--- config.mk ---
export PLATFORM = sky130hd
export DESIGN_NAME = cmos_sensor_acquisition
export DESIGN_NICKNAME = d
export VERILOG_FILES = /design/src/rtl/cmos_sensor_acquisition.sv
export SDC_FILE = /design/constraint.sdc
export NUM_CORES = 1
export LEC_CHECK = 0
export CAP_MARGIN = 20
export CORE_ASPECT_RATIO = 1.25
export CORE_MARGIN = 5
export CORE_UTILIZATION = 55
export DETAILED_ROUTE_END_ITERATION = 10
export PLACE_DENSITY = 0.75
export SYNTH_ARGS = -nofsm -noshare
export SYNTH_HDL_FRONTEND = slang
export SYNTH_SLANG_ARGS = --single-unit
--- constraint.sdc ---
create_clock -name clk -period 7.8 [get_ports clk]
set_clock_uncertainty 0.15 [all_clocks]
set_input_delay 2.34 -clock clk [delete_from_list [all_inputs] [get_ports clk]]
set_output_delay 2.34 -clock clk [all_outputs]
set_load 0.005 [all_outputs]
--- src/rtl/cmos_sensor_acquisition.sv ---
// cmos_sensor_acquisition
//   Receive side of a CMOS sensor parallel interface. The frame_valid/line_valid/data
//   pins are registered once, frame boundaries are tracked by a small FSM, and pixels
//   are tagged with start-of-frame / end-of-line. Tagged pixels go into a FIFO that feeds
//   a valid/ready stream. The sensor cannot be stalled: a full FIFO drops pixels and
//   sets the sticky overflow flag.
//
// Optional build macro: CMOS_ACQ_STATS_EN
//   defined     : per-line pixel and per-frame line counters drive last_width,
//                 last_height and frame_count (updated in the frame_done cycle).
//   not defined : counters not built; the three stats outputs read 0.
//
// Ports
//   clk, reset                      system clock, synchronous active-high reset
//   enable                          acquire frames; drop stops at a frame boundary
//   clear_flags                     one-cycle pulse clearing overflow / protocol_error
//   cmos_frame_valid/line_valid     sensor FV / LV
//   cmos_data                       sensor pixel, meaningful when FV & LV
//   out_data/out_sof/out_eol        stream payload
//   out_valid/out_ready             stream handshake
//   frame_done                      one-cycle pulse when a frame has been written
//   busy                            FSM is inside a frame
//   overflow/protocol_error         sticky error flags
//   last_width/last_height          geometry of the last complete frame
//   frame_count                     completed frames, wrapping

module cmos_sensor_acquisition #(
    parameter int DATA_WIDTH = 12,
    parameter int FIFO_DEPTH = 16
) (
    input  logic                  clk,
    input  logic                  reset,
    input  logic                  enable,
    input  logic                  clear_flags,
    input  logic                  cmos_frame_valid,
    input  logic                  cmos_line_valid,
    input  logic [DATA_WIDTH-1:0] cmos_data,
    output logic [DATA_WIDTH-1:0] out_data,
    output logic                  out_sof,
    output logic                  out_eol,
    output logic                  out_valid,
    input  logic                  out_ready,
    output logic                  frame_done,
    output logic                  busy,
    output logic                  overflow,
    output logic                  protocol_error,
    output logic [15:0]           last_width,
    output logic [15:0]           last_height,
    output logic [15:0]           frame_count
);

    localparam int AW = $clog2(FIFO_DEPTH);
    localparam logic [AW-1:0] PTR_ONE = AW'(1);
    localparam logic [AW:0]   CNT_ONE = (AW + 1)'(1);
    localparam logic [AW:0]   CNT_FULL = (AW + 1)'(FIFO_DEPTH);

    typedef enum logic [1:0] {
        IDLE,
        SYNC,
        WAIT_SOF,
        IN_FRAME
    } state_t;

    state_t state, state_next;

    // ---------------- input sync stage ----------------
    logic                  fv_q, lv_q;
    logic [DATA_WIDTH-1:0] data_q;

    always_ff @(posedge clk) begin
        if (reset) begin
            fv_q   <= 1'b0;
            lv_q   <= 1'b0;
            data_q <= '0;
        end else begin
            fv_q   <= cmos_frame_valid;
            lv_q   <= cmos_line_valid;
            data_q <= cmos_data;
        end
    end

    logic pixel_in;
    assign pixel_in = fv_q & lv_q;

    // ---------------- frame FSM ----------------
    logic frame_end;
    logic enter_frame;

    always_ff @(posedge clk) begin
        if (reset) state <= IDLE;
        else       state <= state_next;
    end

    always_comb begin
        state_next  = state;
        frame_end   = 1'b0;
        enter_frame = 1'b0;
        case (state)
            IDLE:     if (enable) state_next = SYNC;
            SYNC: begin
                if (!enable)   state_next = IDLE;
                else if (!fv_q) state_next = WAIT_SOF;
            end
            WAIT_SOF: begin
                if (!enable) state_next = IDLE;
                else if (fv_q) begin
                    state_next  = IN_FRAME;
                    enter_frame = 1'b1;
                end
            end
            IN_FRAME: begin
                if (!fv_q) begin
                    frame_end  = 1'b1;
                    state_next = enable ? WAIT_SOF : IDLE;
                end
            end
            default:  state_next = IDLE;
        endcase
    end

    assign busy = (state == IN_FRAME);

    // ---------------- one-pixel lookahead hold ----------------
    // A pixel is held for one sample so its eol can be decided from the LV of the
    // sample that follows it; an FV fall therefore always flushes it with eol set.
    logic                  hold_valid, hold_sof, sof_pending;
    logic [DATA_WIDTH-1:0] hold_data;
    logic                  push, push_eol;

    assign push     = hold_valid;
    assign push_eol = ~pixel_in;

    always_ff @(posedge clk) begin
        if (reset) begin
            hold_valid  <= 1'b0;
            hold_sof    <= 1'b0;
            hold_data   <= '0;
            sof_pending <= 1'b0;
        end else begin
            hold_valid <= busy & pixel_in;
            if (busy && pixel_in) begin
                hold_data   <= data_q;
                hold_sof    <= sof_pending;
                sof_pending <= 1'b0;
            end
            if (enter_frame) sof_pending <= 1'b1;
        end
    end

    // ---------------- pixel FIFO ----------------
    logic [DATA_WIDTH+1:0] mem [FIFO_DEPTH];
    logic [AW-1:0]         wr_ptr, rd_ptr;
    logic [AW:0]           count;
    logic                  full, pop, wr_en;
    logic [DATA_WIDTH+1:0] rd_word;

    assign full      = (count == CNT_FULL);
    assign out_valid = (count != '0);
    assign pop       = out_valid & out_ready;
    assign wr_en     = push & (~full | pop);

    always_ff @(posedge clk) begin
        if (!reset && wr_en) mem[wr_ptr] <= {hold_sof, push_eol, hold_data};
    end

    always_ff @(posedge clk) begin
        if (reset) begin
            wr_ptr <= '0;
            rd_ptr <= '0;
            count  <= '0;
        end else begin
            if (wr_en) wr_ptr <= wr_ptr + PTR_ONE;
            if (pop)   rd_ptr <= rd_ptr + PTR_ONE;
            case ({wr_en, pop})
                2'b10:   count <= count + CNT_ONE;
                2'b01:   count <= count - CNT_ONE;
                default: count <= count;
            endcase
        end
    end

    // Payload is forced to zero while empty so reset leaves every output at 0.
    assign rd_word  = mem[rd_ptr];
    assign out_data = out_valid ? rd_word[DATA_WIDTH-1:0] : '0;
    assign out_eol  = out_valid & rd_word[DATA_WIDTH];
    assign out_sof  = out_valid & rd_word[DATA_WIDTH+1];

    // ---------------- status ----------------
    always_ff @(posedge clk) begin
        if (reset) begin
            frame_done     <= 1'b0;
            overflow       <= 1'b0;
            protocol_error <= 1'b0;
        end else begin
            frame_done     <= frame_end;
            // A new event in the same cycle as clear_flags keeps the flag set.
            overflow       <= (push & full & ~pop) | (overflow & ~clear_flags);
            protocol_error <= (lv_q & ~fv_q) | (protocol_error & ~clear_flags);
        end
    end

`ifdef CMOS_ACQ_STATS_EN
    function automatic logic [15:0] sat_inc(input logic [15:0] v);
        return (v == 16'hFFFF) ? v : v + 16'd1;
    endfunction

    logic [15:0] pix_cnt, line_cnt, cur_width;
    logic [15:0] width_r, height_r, count_r;
    logic        line_close;

    // Captured pixels are counted, whether or not the FIFO had room for them.
    assign line_close = push & push_eol;

    always_ff @(posedge clk) begin
        if (reset) begin
            pix_cnt   <= '0;
            line_cnt  <= '0;
            cur_width <= '0;
            width_r   <= '0;
            height_r  <= '0;
            count_r   <= '0;
        end else begin
            if (enter_frame) begin
                pix_cnt   <= '0;
                line_cnt  <= '0;
                cur_width <= '0;
            end else if (push) begin
                if (push_eol) begin
                    pix_cnt   <= '0;
                    line_cnt  <= sat_inc(line_cnt);
                    cur_width <= sat_inc(pix_cnt);
                end else begin
                    pix_cnt <= sat_inc(pix_cnt);
                end
            end
            // The final flush lands on the frame_end edge, so fold it in directly.
            if (frame_end) begin
                width_r  <= line_close ? sat_inc(pix_cnt) : cur_width;
                height_r <= line_close ? sat_inc(line_cnt) : line_cnt;
                count_r  <= count_r + 16'd1;
            end
        end
    end

    assign last_width  = width_r;
    assign last_height = height_r;
    assign frame_count = count_r;
`else
    assign last_width  = '0;
    assign last_height = '0;
    assign frame_count = '0;
`endif

endmodule

==> results of run 1 <==
layout make-up:
class / instances / area share
clock inverters: 12 / 0.00885
inverters: 5 / 0.00154
well taps: 265 / 0.0273
clock buffers: 33 / 0.0539
repair buffers: 53 / 0.0409
flip-flops and latches: 275 / 0.638
multi-input cells: 318 / 0.229
state kept, by name, summed over array words and instances, names as in the netlist, named ones only:
register and count:
wr_ptr 4, hold_sof 1, overflow 1, hold_valid 1, protocol_error 1, frame_done 1, sof_pending 1, mem 224
hold_data 12, count 5, fv_q 1, state 2, lv_q 1, rd_ptr 4, data_q 12
power groups by stage:
stage | clock [mW] | combinational (mW) | sequential (mW)
6_report | 1.15 | 0.676 | 1.68
5_1_grt | 1.24 | 0.733 | 1.69
4_1_cts | 1.17 | 0.684 | 1.69
3_5_place_dp | 0 | 0.680 | 1.72
3_3_place_gp | 0 | 0.661 | 1.71
2_1_floorplan | 0 | 0.542 | 1.64
cell families (layout without fill, tap and decap cells):
group | count (synthesis) | in the layout
other | 1 | 48
multiplexers | 88 | 88
buffers and inverters | 81 | 103
adder cells (fa/ha/maj) | 7 | 7
XOR/XNOR | 6 | 6
AO/OA/AOI/OAI | 56 | 56
AND/OR/NAND/NOR | 113 | 113
flip-flops | 275 | 275
critical path, cell delays in order (launching register included):
cell,delay [ns]
dfxtp_4,0.86
buf_4,0.49
mux4_2,0.57
mux2i_1,0.20
o22ai_1,0.13
clkdlybuf4s50_1,0.50
through the flow:
stage          area [um^2]  hold slack (ns)   util  cells  power [mW]
2_1_floorplan        11000            0.267      -    674        2.18
3_3_place_gp         11400            0.279  0.584    914        2.38
3_5_place_dp         11400            0.279  0.584    915        2.40
4_1_cts              12100            0.289  0.623    960        3.54
5_1_grt              12200            0.315  0.624    961        3.67
6_report             12200            0.284  0.624    961        3.51
layer usage:
layer | up-vias | wire, um | GRT usage
met5 | - | 0 | 0
met4 | 0 | 392 | 0.0509
met3 | 31 | 1480 | 0.0246
met2 | 243 | 11400 | 0.340
met1 | 2779 | 8700 | 0.270
li1 | 2423 | - | -
synthesized netlist by cell type (2+ instances only):
master	n
mux2_2	2
mux4_2	56
nor2b_1	17
buf_2	8
dfxtp_1	51
o21ai_0	4
nor3_1	4
edfxtp_1	224
nand2_1	37
clkbuf_1	15
nor2_1	35
buf_4	48
o21a_1	4
mux2i_1	30
nand2b_1	5
or3_1	3
buf_6	3
ha_1	7
xor2_1	5
buf_1	2
nand3_1	3
a21oi_1	22
o211ai_1	3
inv_1	5
a31o_2	2
o22ai_1	14
placed cells by master (no fill, tap or decap), types with 4 or more instances in the layout:
master and n:
clkbuf_1 8, nor2_1 32, mux4_2 56, o21a_1 4, nand2b_1 5, a21oi_1 22
mux2i_1 30, buf_4 14, clkinv_2 4, clkbuf_16 25, nor3_1 4, nor2b_1 17
clkdlybuf4s50_1 36, edfxtp_1 224, nand2_1 37, conb_1 48, xor2_1 5, clkinv_1 4
dfxtp_1 48, o22ai_1 14, ha_1 7, o21ai_0 4, inv_1 5
worst min path at each step:
| stage | start | endpoint | slack [ns] | cells past startpoint |
|---|---|---|---|---|
| after floorplan | data_q[0]$_SDFF_PP0_ | hold_data[0]$_SDFFE_PP0P_ | 0.27 | 2 |
| after global placement | data_q[9]$_SDFF_PP0_ | hold_data[9]$_SDFFE_PP0P_ | 0.28 | 2 |
| after detailed placement | data_q[10]$_SDFF_PP0_ | hold_data[10]$_SDFFE_PP0P_ | 0.28 | 2 |
| after CTS | data_q[10]$_SDFF_PP0_ | hold_data[10]$_SDFFE_PP0P_ | 0.29 | 2 |
| after global routing | data_q[1]$_SDFF_PP0_ | hold_data[1]$_SDFFE_PP0P_ | 0.31 | 2 |
| final | data_q[10]$_SDFF_PP0_ | hold_data[10]$_SDFFE_PP0P_ | 0.28 | 2 |
==> key figures, run 1 <==
Placed design
  – DP HPWL: 13.9 mm
  – DP Worst Slack: 2.49 ns
  – Gpl congestion: 0.796
  – PortBufs: 37

CTS
  – Root buf cell: clkbuf_16
  – Insertion delay to the later sink of the worst-skew pair: 0.51 ns
  – CTS Buf Count: 25
  – CTS tree: built
  – Reg clk slew, reported paths: 0.06 ns
  – # H-tree levels: 1
  – CTS Sinks: 275
  – Hold_buf cts: 0
  – Maximum buffer depth of the clock tree: 3
  – Post-cts sizing count: 0
  – Post-CTS setup buffer count: 0

Critical path
  – FF-to-FF setup slack: 4.99 ns
  – Worst endpoint required time: 5.31 ns
  – Reg2Reg Depth: 8
  – WP data arrival: 3.29 ns
  – R2R Path End: count[4]$_SDFFE_PP0P_
  – Worst Setup Path Type: flip-flop to output pin
  – CP endpoint kind: output pin
  – CP max FO: 39
  – RR Startpoint: count[1]$_SDFFE_PP0P_
  – Critical path startpoint category: flip-flop
  – Crit path to: out_data[11]

Synth
  – Syn_area_per_cell: 17.3 um^2
  – Main combinational cell family by area after synthesis: multiplexers
  – Syn Std Cell Area: 10,900 um^2
  – YS warnings: 0
  – Largest cells by area after synthesis: edfxtp_1 62%, mux4_2 12%, dfxtp_1 9.4%
  – Post-synthesis sequential area ratio: 0.713
  – Seq cells post-synth: 275
  – Fraction of post-synthesis cell area in the top cell type by area: 0.619
  – Synth unique cells: 44
  – Adder-cell share of the synthesized area: 0.00806
  – Post-synthesis async set-or-reset flop share: 0
  – Post-synth EDFFs: 224
  – Simple-gate share of the synthesized area: 0.0488
  – Most used flip-flop cell after synthesis: edfxtp_1
  – Compound-Gate Fraction of Synth Area: 0.0319
  – Cells after Synth: 627
  – Synth Area in XOR/XNOR: 0.00483
  – Yosys top cell by area: edfxtp_1
  – Mux cell area share after synthesis: 0.146

Floorplan
  – Core area: 19,500 um^2
  – # rows: 57
  – # IOs: 86
  – Die Span X: 136 um
  – DIE HEIGHT: 167 um
  – Initial core utilization: 0.558
  – Die area: 22,700 um^2

Power and ir drop
  – Leakage power: 3.91 nW
  – Switching Fraction: 0.249
  – Clock power frac: 0.328
  – Reg power frac: 0.479
  – Internal Power: 2.63 mW
  – Peak supply drop: 190 uV
  – Gate power share: 0.193
  – Total net switching power: 876 uW
  – Cell Pwr Density: 289 nW/um^2

Flow run
  – Max Cap Viol: 0

Global route
  – Total grt overflow: 0
  – Global-route wire length before repair: 33.8 mm
  – Largest net degree at the start of global routing: 53
  – Total GRT Usage: 0.197
  – Initial antenna violation count: 0
  – Vias in the first global route: 5,729

STA
  – Final setup margin: 2.02 ns
  – Fmax: 0.173 GHz
  – Final Hold Vio Count: 0
  – Measured slew at the worst slew-check pin: 1.19 ns
  – Final Cycle Share: 0.741
  – RSZ-0062 raised after global routing: false
  – Max Slew Vio Count: 0
  – Worst rel slew slack: 0.208
  – Final setup fails: 0
  – Sum Neg Setup Slack: 0 ns
  – Final min period: 5.78 ns

Status
  – Status: finished, final reports clean

Routing
  – Vias per cell: 5.70
  – Drt first pass iters: 5
  – Final ANT Viol Nets: 0
  – Routed WL: 22.0 mm
  – DRT iter0 DRCs: 537
  – Via count: 5,476
  – DRC Markers: 0
  – Post-DR wirelength/cell: 22.9 um

Final layout
  – Area Growth Syn to Fin: 11.8%
  – Diode count: 0
  – Fin nets: 704
  – Multi-input logic area: 2790 um^2
  – Fraction of layout cells with a size suffix above 1: 0.170
  – Area occupied by registers: 7750 um^2
  – Fillers: 1,343

Hold path
  – Hold Path Class: flip-flop to flip-flop
Power figures use the tool's default switching activity.
==> inputs of run 2 (changes only) <==
clock period = 5.65 ns   (was 7.8 ns; I/O delays follow)
==> run 2 against run 1 <==
Against the previous run: total power up 40%; non-clock buffer count rose by 2; clock power is 43% higher; sequential cell count is the same; worst hold slack better by 0.013 ns; cell count is 0.21% higher.
==> key figures, run 2 (synthesis gave the netlist of run 1 again) <==
Routing
  – Vias per cell: 5.76 (+1.0%)
  – DRT iter0 DRCs: 473 (-12%)
  – Via count: 5,544 (+1.2%)
  – Drt first pass iters: 5 (unchanged)
  – Final ANT Viol Nets: 0 (unchanged)
  – Post-DR wirelength/cell: 22.3 um (-2.7%)
  – DRC Markers: 0 (unchanged)
  – Routed WL: 21.4 mm (-2.5%)

Global route
  – Initial antenna violation count: 0 (unchanged)
  – Met2 usage: 0.321 (-0.0188)
  – GRT busiest layer: met2
  – Total GRT Usage: 0.193 (-0.00419)
  – Global-route wire length before repair: 33.4 mm (-1.1%)
  – Total grt overflow: 0 (unchanged)
  – M3 GR Usage: 0.0339 (+0.00930)
  – GR Layer Usage met1: 0.265 (-0.00483)
  – Largest net degree at the start of global routing: 53 (unchanged)
  – Vias in the first global route: 5,746 (+0.30%)

CTS
  – CTS tree: built
  – Hold_buf cts: 0 (unchanged)
  – Post-cts sizing count: 0 (unchanged)
  – # H-tree levels: 1 (unchanged)
  – CTS Sinks: 275 (unchanged)
  – CTS Buf Count: 25 (unchanged)
  – Root buf cell: clkbuf_16
  – Maximum buffer depth of the clock tree: 3 (unchanged)
  – Post-CTS setup buffer count: 0 (unchanged)
  – Reg clk slew, reported paths: 0.06 ns (about the same)
  – Insertion delay to the later sink of the worst-skew pair: 0.51 ns (about the same)

Critical path
  – CP endpoint kind: output pin
  – CP delay by family, top: simple AND/OR/NAND/NOR gates
  – R2R Path End: count[4]$_SDFFE_PP0P_
  – Worst endpoint required time: 3.81 ns (-1.50 ns)
  – Crit path buf inv count: 1 (-1)
  – Reg2Reg Depth: 8 (unchanged)
  – WP data arrival: 3.32 ns (+0.03 ns)
  – FF-to-FF setup slack: 2.77 ns (-2.22 ns)
  – Critical path startpoint category: flip-flop
  – CP max FO: 14 (-64%)
  – RR Startpoint: count[1]$_SDFFE_PP0P_
  – Crit-path slowest cell: nand2b_1
  – Ordered cell list for the critical path: or4_4 > nand2b_1 > nand2b_1 > o22ai_1 > clkdlybuf4s50_1
  – CP most frequent cell: nand2b_1
  – Worst Setup Path Type: flip-flop to output pin
  – Slowest cell delay on critical path: 0.72 ns (-0.14 ns)

Placed design
  – Gpl congestion: 0.816 (+2.5%)
  – Placed inst area: 11,400 um^2 (+0.32%)
  – Placed Instances: 918 (+0.33%)
  – DP Worst Slack: 1.06 ns (-1.43 ns)
  – PortBufs: 37 (unchanged)
  – DP HPWL: 12.9 mm (-7.0%)

Floorplan
  – DIE HEIGHT: 167 um (unchanged)
  – # IOs: 86 (unchanged)
  – Die Span X: 136 um (unchanged)
  – Die area: 22,700 um^2 (unchanged)
  – Initial core utilization: 0.558 (unchanged)
  – Core area: 19,500 um^2 (unchanged)
  – # rows: 57 (unchanged)

STA
  – Max Slew Vio Count: 0 (unchanged)
  – Final Cycle Share: 0.913
  – Final setup margin: 0.490 ns (-1.53 ns)
  – Fmax: 0.194 GHz
  – Measured slew at the worst slew-check pin: 1.08 ns (-0.104 ns)
  – Final min period: 5.16 ns
  – Sum Neg Setup Slack: 0 ns (unchanged)
  – Final Hold Vio Count: 0 (unchanged)
  – Final setup fails: 0 (unchanged)
  – Worst rel slew slack: 0.279 (+0.0702)
  – RSZ-0062 raised after global routing: false

Final layout
  – Regs by FF count: mem x224, data_q x12, hold_data x12
  – Max reg flops: 224 (unchanged)
  – Core Util, Final: 0.627 (+0.00308)
  – Area occupied by registers: 7750 um^2 (unchanged)
  – Multi-input logic area: 2780 um^2 (-0.27%)
  – Area Growth Syn to Fin: 12.4%
  – Fillers: 1,370 (+2.0%)
  – Commonest non-fill, non-tap cell in the layout: edfxtp_1
  – Diode count: 0 (unchanged)
  – Most frequent cells in the layout: 224 x edfxtp_1, 56 x mux4_2, 48 x dfxtp_1, 48 x conb_1, 37 x nand2_1
  – Non-filler cells in the finished layout: 963 (+0.21%)
  – Post-Layout Inst Area: 12,200 um^2 (+0.49%)
  – Largest Register: mem
  – Fraction of layout cells with a size suffix above 1: 0.175 (+0.00524)
  – Fin nets: 706 (+0.28%)

Status
  – Status: finished, final reports clean

Flow run
  – Max Cap Viol: 0 (unchanged)

Power and ir drop
  – Cell Pwr Density: 403 nW/um^2 (+39%)
  – Peak supply drop: 345 uV (+82%)
  – Leakage power: 3.94 nW (+0.78%)

Hold path
  – Hold Path Class: flip-flop to flip-flop
  – Worst hold path cell count: 2 (unchanged)
  – Worst Hold Path EP: hold_data[2]$_SDFFE_PP0P_
  – Hold_sp: data_q[2]$_SDFF_PP0_
==> run 2: power breakdown <==
group | switching [mW] | leakage, nW | internal [mW] | total (mW)
logic | 0.416 | 1.10 | 0.547 | 0.963
clock network | 0.718 | 0.383 | 0.923 | 1.64
registers | 0.116 | 2.46 | 2.20 | 2.31
total | 1.25 | 3.94 | 3.67 | 4.92
==> run 2: worst max-delay path by stage <==
stage | start | to | depth (start not counted)
final | count[1]$_SDFFE_PP0P_ | out_data[10] | 5
after global routing | count[0]$_SDFFE_PP0P_ | out_data[10] | 5
after CTS | count[1]$_SDFFE_PP0P_ | out_data[10] | 5
after detailed placement | count[1]$_SDFFE_PP0P_ | out_data[10] | 5
after global placement | count[0]$_SDFFE_PP0P_ | out_data[10] | 5
after floorplan | count[1]$_SDFFE_PP0P_ | out_data[1] | 7
==> run 2: per-layer routing <==
layer / vias to the layer above / share of wire
li1: 2424 / -
met4: 0 / 0.026
met1: 2782 / 0.38
met2: 299 / 0.51
met3: 39 / 0.079
met5: - / 0
==> run 2: worst reg2reg max path: cells and delay by family, from the launching register on <==
family | cells | cell delay (ns)
multiplexers | 1 | 0.28
AO/OA/AOI/OAI | 3 | 0.56
adder cells (fa/ha/maj) | 1 | 0.26
XOR/XNOR | 1 | 0.20
AND/OR/NAND/NOR | 2 | 0.93
flip-flops | 1 | 0.39
==> run 2: area by class of cell <==
class / instances / area share
clock buffers: 28 / 0.0530
clock inverters: 17 / 0.0127
inverters: 5 / 0.00154
multi-input cells: 318 / 0.228
flip-flops and latches: 275 / 0.635
well taps: 265 / 0.0271
repair buffers: 55 / 0.0430
==> run 2: per-stage QoR <==
step	total power, mW	hold slack, ns
6_report	4.92	0.297
5_1_grt	5.13	0.316
4_1_cts	4.95	0.295
3_5_place_dp	3.33	0.282
3_3_place_gp	3.30	0.278
2_1_floorplan	3.01	0.267
==> inputs of run 3 (changes only) <==
CTS_CLUSTER_DIAMETER = 80   (was default)
==> results of run 3 <==
The final DEF is identical to that of run 2; final timing and power are the same.
